`src/rtl/mips_dbus_responder.sv`:
```
// -----------------------------------------------------------------------------
// mips_dbus_responder
//
// Data-side bus responder for the single-cycle MIPS core. It serves the core's
// load/store port with a word-addressed RAM and a small MMIO window. The window
// holds a TX FIFO drained by a valid/ready consumer, a STATUS register and a
// free-running CYCLE counter.
//
// Loads are combinational so the core finishes a load in one cycle. Stores
// commit on the rising edge of clk.
//
// Parameters
//   RAM_WORDS   number of 32-bit RAM words (power of two, 4..1024)
//   FIFO_DEPTH  TX FIFO entries (power of two, 2..64)
//
// Ports
//   clk        sole clock, rising edge
//   reset      async active-high; clears all MMIO state (RAM is kept)
//   memwrite   store strobe from the core
//   addr       byte address; addr[1:0] ignored
//   writedata  store data
//   readdata   load data, combinational from addr and current state
//   tx_valid   FIFO non-empty
//   tx_data    FIFO head entry, 0 when empty
//   tx_ready   consumer takes the head when tx_valid & tx_ready at the edge
//
// Memory map
//   0x0000_0000 .. RAM_WORDS*4-1   RAM
//   0xFFFF_FFF0  TXDATA   W: push writedata        R: 0
//   0xFFFF_FFF4  STATUS   W: wd[2]=1 clears ovf    R: {count@[14:8], ovf, empty, full}
//   0xFFFF_FFF8  CYCLE    W: load writedata        R: counter value
//   0xFFFF_FFFC  reserved W: ignored               R: 0
//   anything else         W: ignored               R: 0
// -----------------------------------------------------------------------------
module mips_dbus_responder #(
    parameter int RAM_WORDS  = 64,
    parameter int FIFO_DEPTH = 8
) (
    input  logic        clk,
    input  logic        reset,
    input  logic        memwrite,
    input  logic [31:0] addr,
    input  logic [31:0] writedata,
    output logic [31:0] readdata,
    output logic        tx_valid,
    output logic [31:0] tx_data,
    input  logic        tx_ready
);

    localparam int RAM_AW = $clog2(RAM_WORDS);
    localparam int PTR_W  = $clog2(FIFO_DEPTH);
    localparam int CNT_W  = PTR_W + 1;

    localparam logic [31:0]      RAM_BYTES     = 32'(RAM_WORDS * 4);
    localparam logic [CNT_W-1:0] FIFO_FULL_CNT = CNT_W'(FIFO_DEPTH);

    localparam logic [1:0] REG_TXDATA = 2'd0;
    localparam logic [1:0] REG_STATUS = 2'd1;
    localparam logic [1:0] REG_CYCLE  = 2'd2;

    // ------------------------------------------------------------------
    // Address decode
    // ------------------------------------------------------------------
    logic              sel_ram;
    logic              sel_mmio;
    logic [1:0]        reg_sel;
    logic [RAM_AW-1:0] ram_idx;

    assign sel_ram  = (addr < RAM_BYTES);
    assign sel_mmio = (addr[31:4] == 28'hFFF_FFFF);
    assign reg_sel  = addr[3:2];
    assign ram_idx  = addr[RAM_AW+1:2];

    // ------------------------------------------------------------------
    // State
    // ------------------------------------------------------------------
    logic [31:0]      ram_q  [RAM_WORDS];
    logic [31:0]      fifo_q [FIFO_DEPTH];

    logic [PTR_W-1:0] rd_ptr_q, rd_ptr_d;
    logic [PTR_W-1:0] wr_ptr_q, wr_ptr_d;
    logic [CNT_W-1:0] count_q,  count_d;
    logic             ovf_q,    ovf_d;
    logic [31:0]      cycle_q,  cycle_d;

    // ------------------------------------------------------------------
    // Next-state logic
    // ------------------------------------------------------------------
    logic        ram_we;
    logic        push_req;
    logic        push;
    logic        pop;
    logic        drop;
    logic        ovf_clr;
    logic        cycle_ld;
    logic        fifo_full;
    logic        fifo_empty;

    always_comb begin
        fifo_full  = (count_q == FIFO_FULL_CNT);
        fifo_empty = (count_q == '0);

        ram_we   = memwrite & sel_ram;
        push_req = memwrite & sel_mmio & (reg_sel == REG_TXDATA);
        ovf_clr  = memwrite & sel_mmio & (reg_sel == REG_STATUS) & writedata[2];
        cycle_ld = memwrite & sel_mmio & (reg_sel == REG_CYCLE);

        pop  = ~fifo_empty & tx_ready;
        // A pop in the same edge frees the slot, so a push into a full FIFO
        // is still accepted and lands at the tail.
        push = push_req & (~fifo_full | pop);
        drop = push_req & fifo_full & ~pop;

        rd_ptr_d = pop  ? rd_ptr_q + PTR_W'(1) : rd_ptr_q;
        wr_ptr_d = push ? wr_ptr_q + PTR_W'(1) : wr_ptr_q;

        count_d = count_q;
        case ({push, pop})
            2'b10:   count_d = count_q + CNT_W'(1);
            2'b01:   count_d = count_q - CNT_W'(1);
            default: count_d = count_q;
        endcase

        // A fresh overflow outranks a clear arriving in the same edge.
        ovf_d = ovf_q;
        if (drop) begin
            ovf_d = 1'b1;
        end else if (ovf_clr) begin
            ovf_d = 1'b0;
        end

        cycle_d = cycle_ld ? writedata : cycle_q + 32'd1;
    end

    // ------------------------------------------------------------------
    // MMIO registers
    // ------------------------------------------------------------------
    always_ff @(posedge clk or posedge reset) begin
        if (reset) begin
            rd_ptr_q <= '0;
            wr_ptr_q <= '0;
            count_q  <= '0;
            ovf_q    <= 1'b0;
            cycle_q  <= '0;
        end else begin
            rd_ptr_q <= rd_ptr_d;
            wr_ptr_q <= wr_ptr_d;
            count_q  <= count_d;
            ovf_q    <= ovf_d;
            cycle_q  <= cycle_d;
        end
    end

    // RAM and FIFO storage carry no reset. FIFO slots are invisible once the
    // count returns to zero, which is enough to discard them on reset.
    always_ff @(posedge clk) begin
        if (ram_we) begin
            ram_q[ram_idx] <= writedata;
        end
        if (push) begin
            fifo_q[wr_ptr_q] <= writedata;
        end
    end

    // ------------------------------------------------------------------
    // Outputs
    // ------------------------------------------------------------------
    logic [31:0] status;

    always_comb begin
        status             = '0;
        status[0]          = fifo_full;
        status[1]          = fifo_empty;
        status[2]          = ovf_q;
        status[8 +: CNT_W] = count_q;
    end

    always_comb begin
        readdata = '0;
        if (sel_ram) begin
            readdata = ram_q[ram_idx];
        end else if (sel_mmio) begin
            case (reg_sel)
                REG_STATUS: readdata = status;
                REG_CYCLE:  readdata = cycle_q;
                default:    readdata = '0;
            endcase
        end
    end

    // These depend on registered state only, never on tx_ready.
    assign tx_valid = ~fifo_empty;
    assign tx_data  = fifo_empty ? 32'd0 : fifo_q[rd_ptr_q];

endmodule

```
`config.mk`:
```
export PLATFORM = sky130hd
export DESIGN_NAME = mips_dbus_responder
export DESIGN_NICKNAME = d
export VERILOG_FILES = /design/src/rtl/mips_dbus_responder.sv
export SDC_FILE = /design/constraint.sdc
export NUM_CORES = 2
export LEC_CHECK = 0
export CORE_MARGIN = 8
export CORE_UTILIZATION = 50
export CTS_BUF_LIST = sky130_fd_sc_hd__clkbuf_2
export DETAILED_ROUTE_END_ITERATION = 7
export PLACE_DENSITY = 0.77
export SYNTH_ARGS = -nofsm -noshare
export SYNTH_HDL_FRONTEND = slang
export SYNTH_SLANG_ARGS = --single-unit
export TNS_END_PERCENT = 20
```
`constraint.sdc`:
```
create_clock -name clk -period 4.6 [get_ports clk]
set_input_delay 0.69 -clock clk [delete_from_list [all_inputs] [get_ports clk]]
set_output_delay 0.69 -clock clk [all_outputs]
set_load 0.05 [all_outputs]
```
==> metrics.md <==
| Metric | Value |
|---|---|
| Via Count | 59,100 |
| Tcrit/Tclk final | 1.19 |
| Setup tns final | -9.75 ns |
| VDD IR max | ~0.29 mV |
| Starting DRC count in detailed routing | 11,400 |
| Layout cells sized above 1 | 0.330 |
| ANT nets after route | 0 |
| Final Max Slew Viols | 0 |
| FFs w/ async S/R, synth | 0.0183 |
| Violated checks | DRC, setup timing |
| Cell count after synthesis | 4,939 |
| Final min period | 5.46 ns |
| Die area | roughly 200,000 um^2 |
| WHS | 0.207 ns |
| Core Region | 181,000 um^2 |
| Critical R2R Launch | count_q[1] |
| YS warnings | 0 |
| Die width | 443 um |
| Starting Density | 0.504 |
| Leading cell type in the layout, fill and taps excluded | edfxtp_1 |
| Primary FF master, synth | edfxtp_1 |
| Largest net degree at the start of global routing | 63 |
| Fillers | 12,700 |
| Synthesized cell area | 91,200 um^2 |
| Dpl cell area | 99,900 um^2 |
| Crit-path max FO | 1 |
| Critical Path End Type | primary output |
| Fin area | 107,000 um^2 |
| IO Count | 133 |
| CTS Buf Count | 575 |
| Final #Nets | 6,034 |
| Area grow syn2layout | 17.3% |
| Max Clk Rate | 183 MHz |
| Detailed-placement wirelength estimate | 183 mm |
| Power Dens Cells | ~370 nW/um^2 |
| Hold Crit Class | in2reg |
| Drt total wl | between 300 and 400 mm |
| Die Y | 443 um |
| Synth Register Bits | roughly 2,300 |
| Mean post-synth cell area | 18.5 um^2 |
| Synth cell types | 76 |
| GPL Wtd Cong | ~1.1 |
| CTS tree | done |
| Max-cap violations | 0 |
| Crit Path Class | reg2out |
| Critical path startpoint category | register |
| Clock Latency Late Sink | 1.80 ns |
| CP arrival | 4.77 ns |
| Reg2reg path depth | 9 |
| Multi-input logic area | 20,800 um^2 |
| DRC viols | 21 |
| Final setup viols | 31 |
| Initial antenna violation count | 27 |
| Flop-to-flop setup slack | ~2.2 ns |
| Register area share after synthesis | 0.771 |
| Sink Count | 2,347 |
| Hold Crit Endpoint | ram_q[46][26] |
| WP data required | 3.91 ns |
| Reg-to-Reg End | count_q[2] |
| Post-route insts no fill | a little under 9,000 |
| Max clock buf depth | 4 |
| Hold Vio Cnt, Final | 0 |
| Row cnt | 156 |
| Post-synth EDFFs | between 2,000 and 2,500 |
| Relative slew slack | 0.119 |
| Synthesized net count | 5,014 |
| Setup slack after layout | -0.864 ns |
| Total Routing Usage GR | 0.303 |
| CTS root buffer | clkbuf_2 |
| Status | finished, violations left |
| Pre-Repair DR Iteration Count | 8 |
| Hold_sp | writedata[26] |
| P_leak | 36.0 nW |
| Placed Cells | around 7,700 |
| RSZ-0062 raised after global routing | true |
| Setup WS pre-CTS | -0.422 ns |
| Most frequent cells in the layout | edfxtp_1, clkbuf_2, buf_4, mux2i_1, a221oi_1 |
| Vias in the first global route | 57,300 |
| Worst-path clk slew | 0.10 ns |
| Port buffer count | between 100 and 150 |
| H-Tree Depth | 6 |
| Hold path cells | 2 |
| FF/Latch Area | 70,300 um^2 |
| First-pass GRT wire length | approximately 430 mm |
| Wire length per cell | about 35 um |
| Worst-Margin Slew | 1.32 ns |
| Via/cell ratio | 6.77 |
| Clk_skew | 0.0789 ns |
| Grt total ovfl | 0 |
## cell families after synthesis
group | Yosys count | synth area share
AOI/OAI and AO/OA | 1000 | 0.0805
muxes | 635 | 0.0968
DFF | 2347 | 0.771
and+or+nand+nor | 570 | 0.0279
adders and majority gates | 7 | 0.000961
xor gates and xnor gates | 37 | 0.00355
buffers and inverters | 343 | 0.0196
## stage by stage
stage,power (mW),utilization
after floorplan,24.9,-
after global placement,26.5,0.552
after detailed placement,26.6,0.552
after CTS,39.6,0.589
after global routing,40.8,0.591
final,39.8,0.591
## area by class of cell
class	count	share of cell area
Tap cell	2370	0.0277
Inverter	8	0.000374
Clock inverter	141	0.00720
Sequential cell	2347	0.657
Antenna cell	15	0.000351
Timing Repair Buffer	778	0.0745
Multi-Input combinational cell	2249	0.194
Clock buffer	817	0.0382
## power by group
group          switching, mW  internal [mW]  leakage (nW)  total, mW
sequential         0.0000777           23.4          21.3       23.4
combinational           2.04          0.988          10.9       3.03
clock                   8.15           5.17          3.79       13.3
total                   10.2           29.6          36.0       39.8
## worst max path at each step
stage	from	end	cells past startpoint	slack, ns
after global placement	addr[3]	readdata[22]	13	-0.37
after detailed placement	addr[3]	readdata[22]	13	-0.42
after global routing	ram_q[41][15]	readdata[15]	9	-0.86
after CTS	ram_q[41][15]	readdata[15]	9	-0.78
after floorplan	addr[3]	fifo_q[5][0]	11	-0.74
final	ram_q[41][15]	readdata[15]	9	-0.86
## synthesized netlist by cell type (18+ instances only)
cell,instances,share of area
a22o_1,48,0.0046
a21oi_1,137,0.0075
buf_2,139,0.0076
o221ai_1,22,0.0021
nand3_1,36,0.0020
a221o_1,45,0.0049
a221oi_1,223,0.021
a22oi_1,170,0.014
o22ai_1,97,0.0067
mux2i_1,287,0.032
clkbuf_1,101,0.0042
buf_1,31,0.0013
mux2_2,164,0.020
buf_6,25,0.0031
edfxtp_1,2304,0.76
nor3_1,18,0.00099
nand4_1,19,0.0013
dfrtp_1,43,0.012
o21ai_0,121,0.0066
nand2_1,151,0.0062
mux4_2,179,0.044
xor2_1,20,0.0019
nor2_1,258,0.011
buf_4,37,0.0030
nor4_1,18,0.0012
## metal layers
layer	vias up	part of all wire	GRT usage
li1	22800	-	-
met1	29000	0.32	0.370
met2	5937	0.44	0.448
met3	1340	0.16	0.111
met4	10	0.083	0.211
met5	-	0.00048	0.00366
## registers in the layout, summed over array words and instances, names as in the netlist
name / cells
ovf_q: 1
rd_ptr_q: 3
cycle_q: 32
ram_q: 2048
fifo_q: 256
count_q: 4
wr_ptr_q: 3
## worst max-delay path, stage by stage, from the launching register on
cell	delay [ns]
edfxtp_1	0.39
mux2_2	0.27
a221o_1	0.32
a222oi_1	0.68
nor2_1	0.24
a211o_1	0.42
a211oi_2	0.20
buf_4	0.17
o21ai_4	0.06
buf_12	0.16
## what timing repair did
item / 4_1_cts / 5_1_grt
setup endpoints to repair: 65 / 60
pin swaps: 42 / 26
resized for setup: 193 / 63
hold endpoints to repair: 2391 / 0
hold buffers: 92 / 0
setup buffers: 2 / 0
gates cloned: 1 / 0
Note: power is estimated with default switching activity, not from simulation.
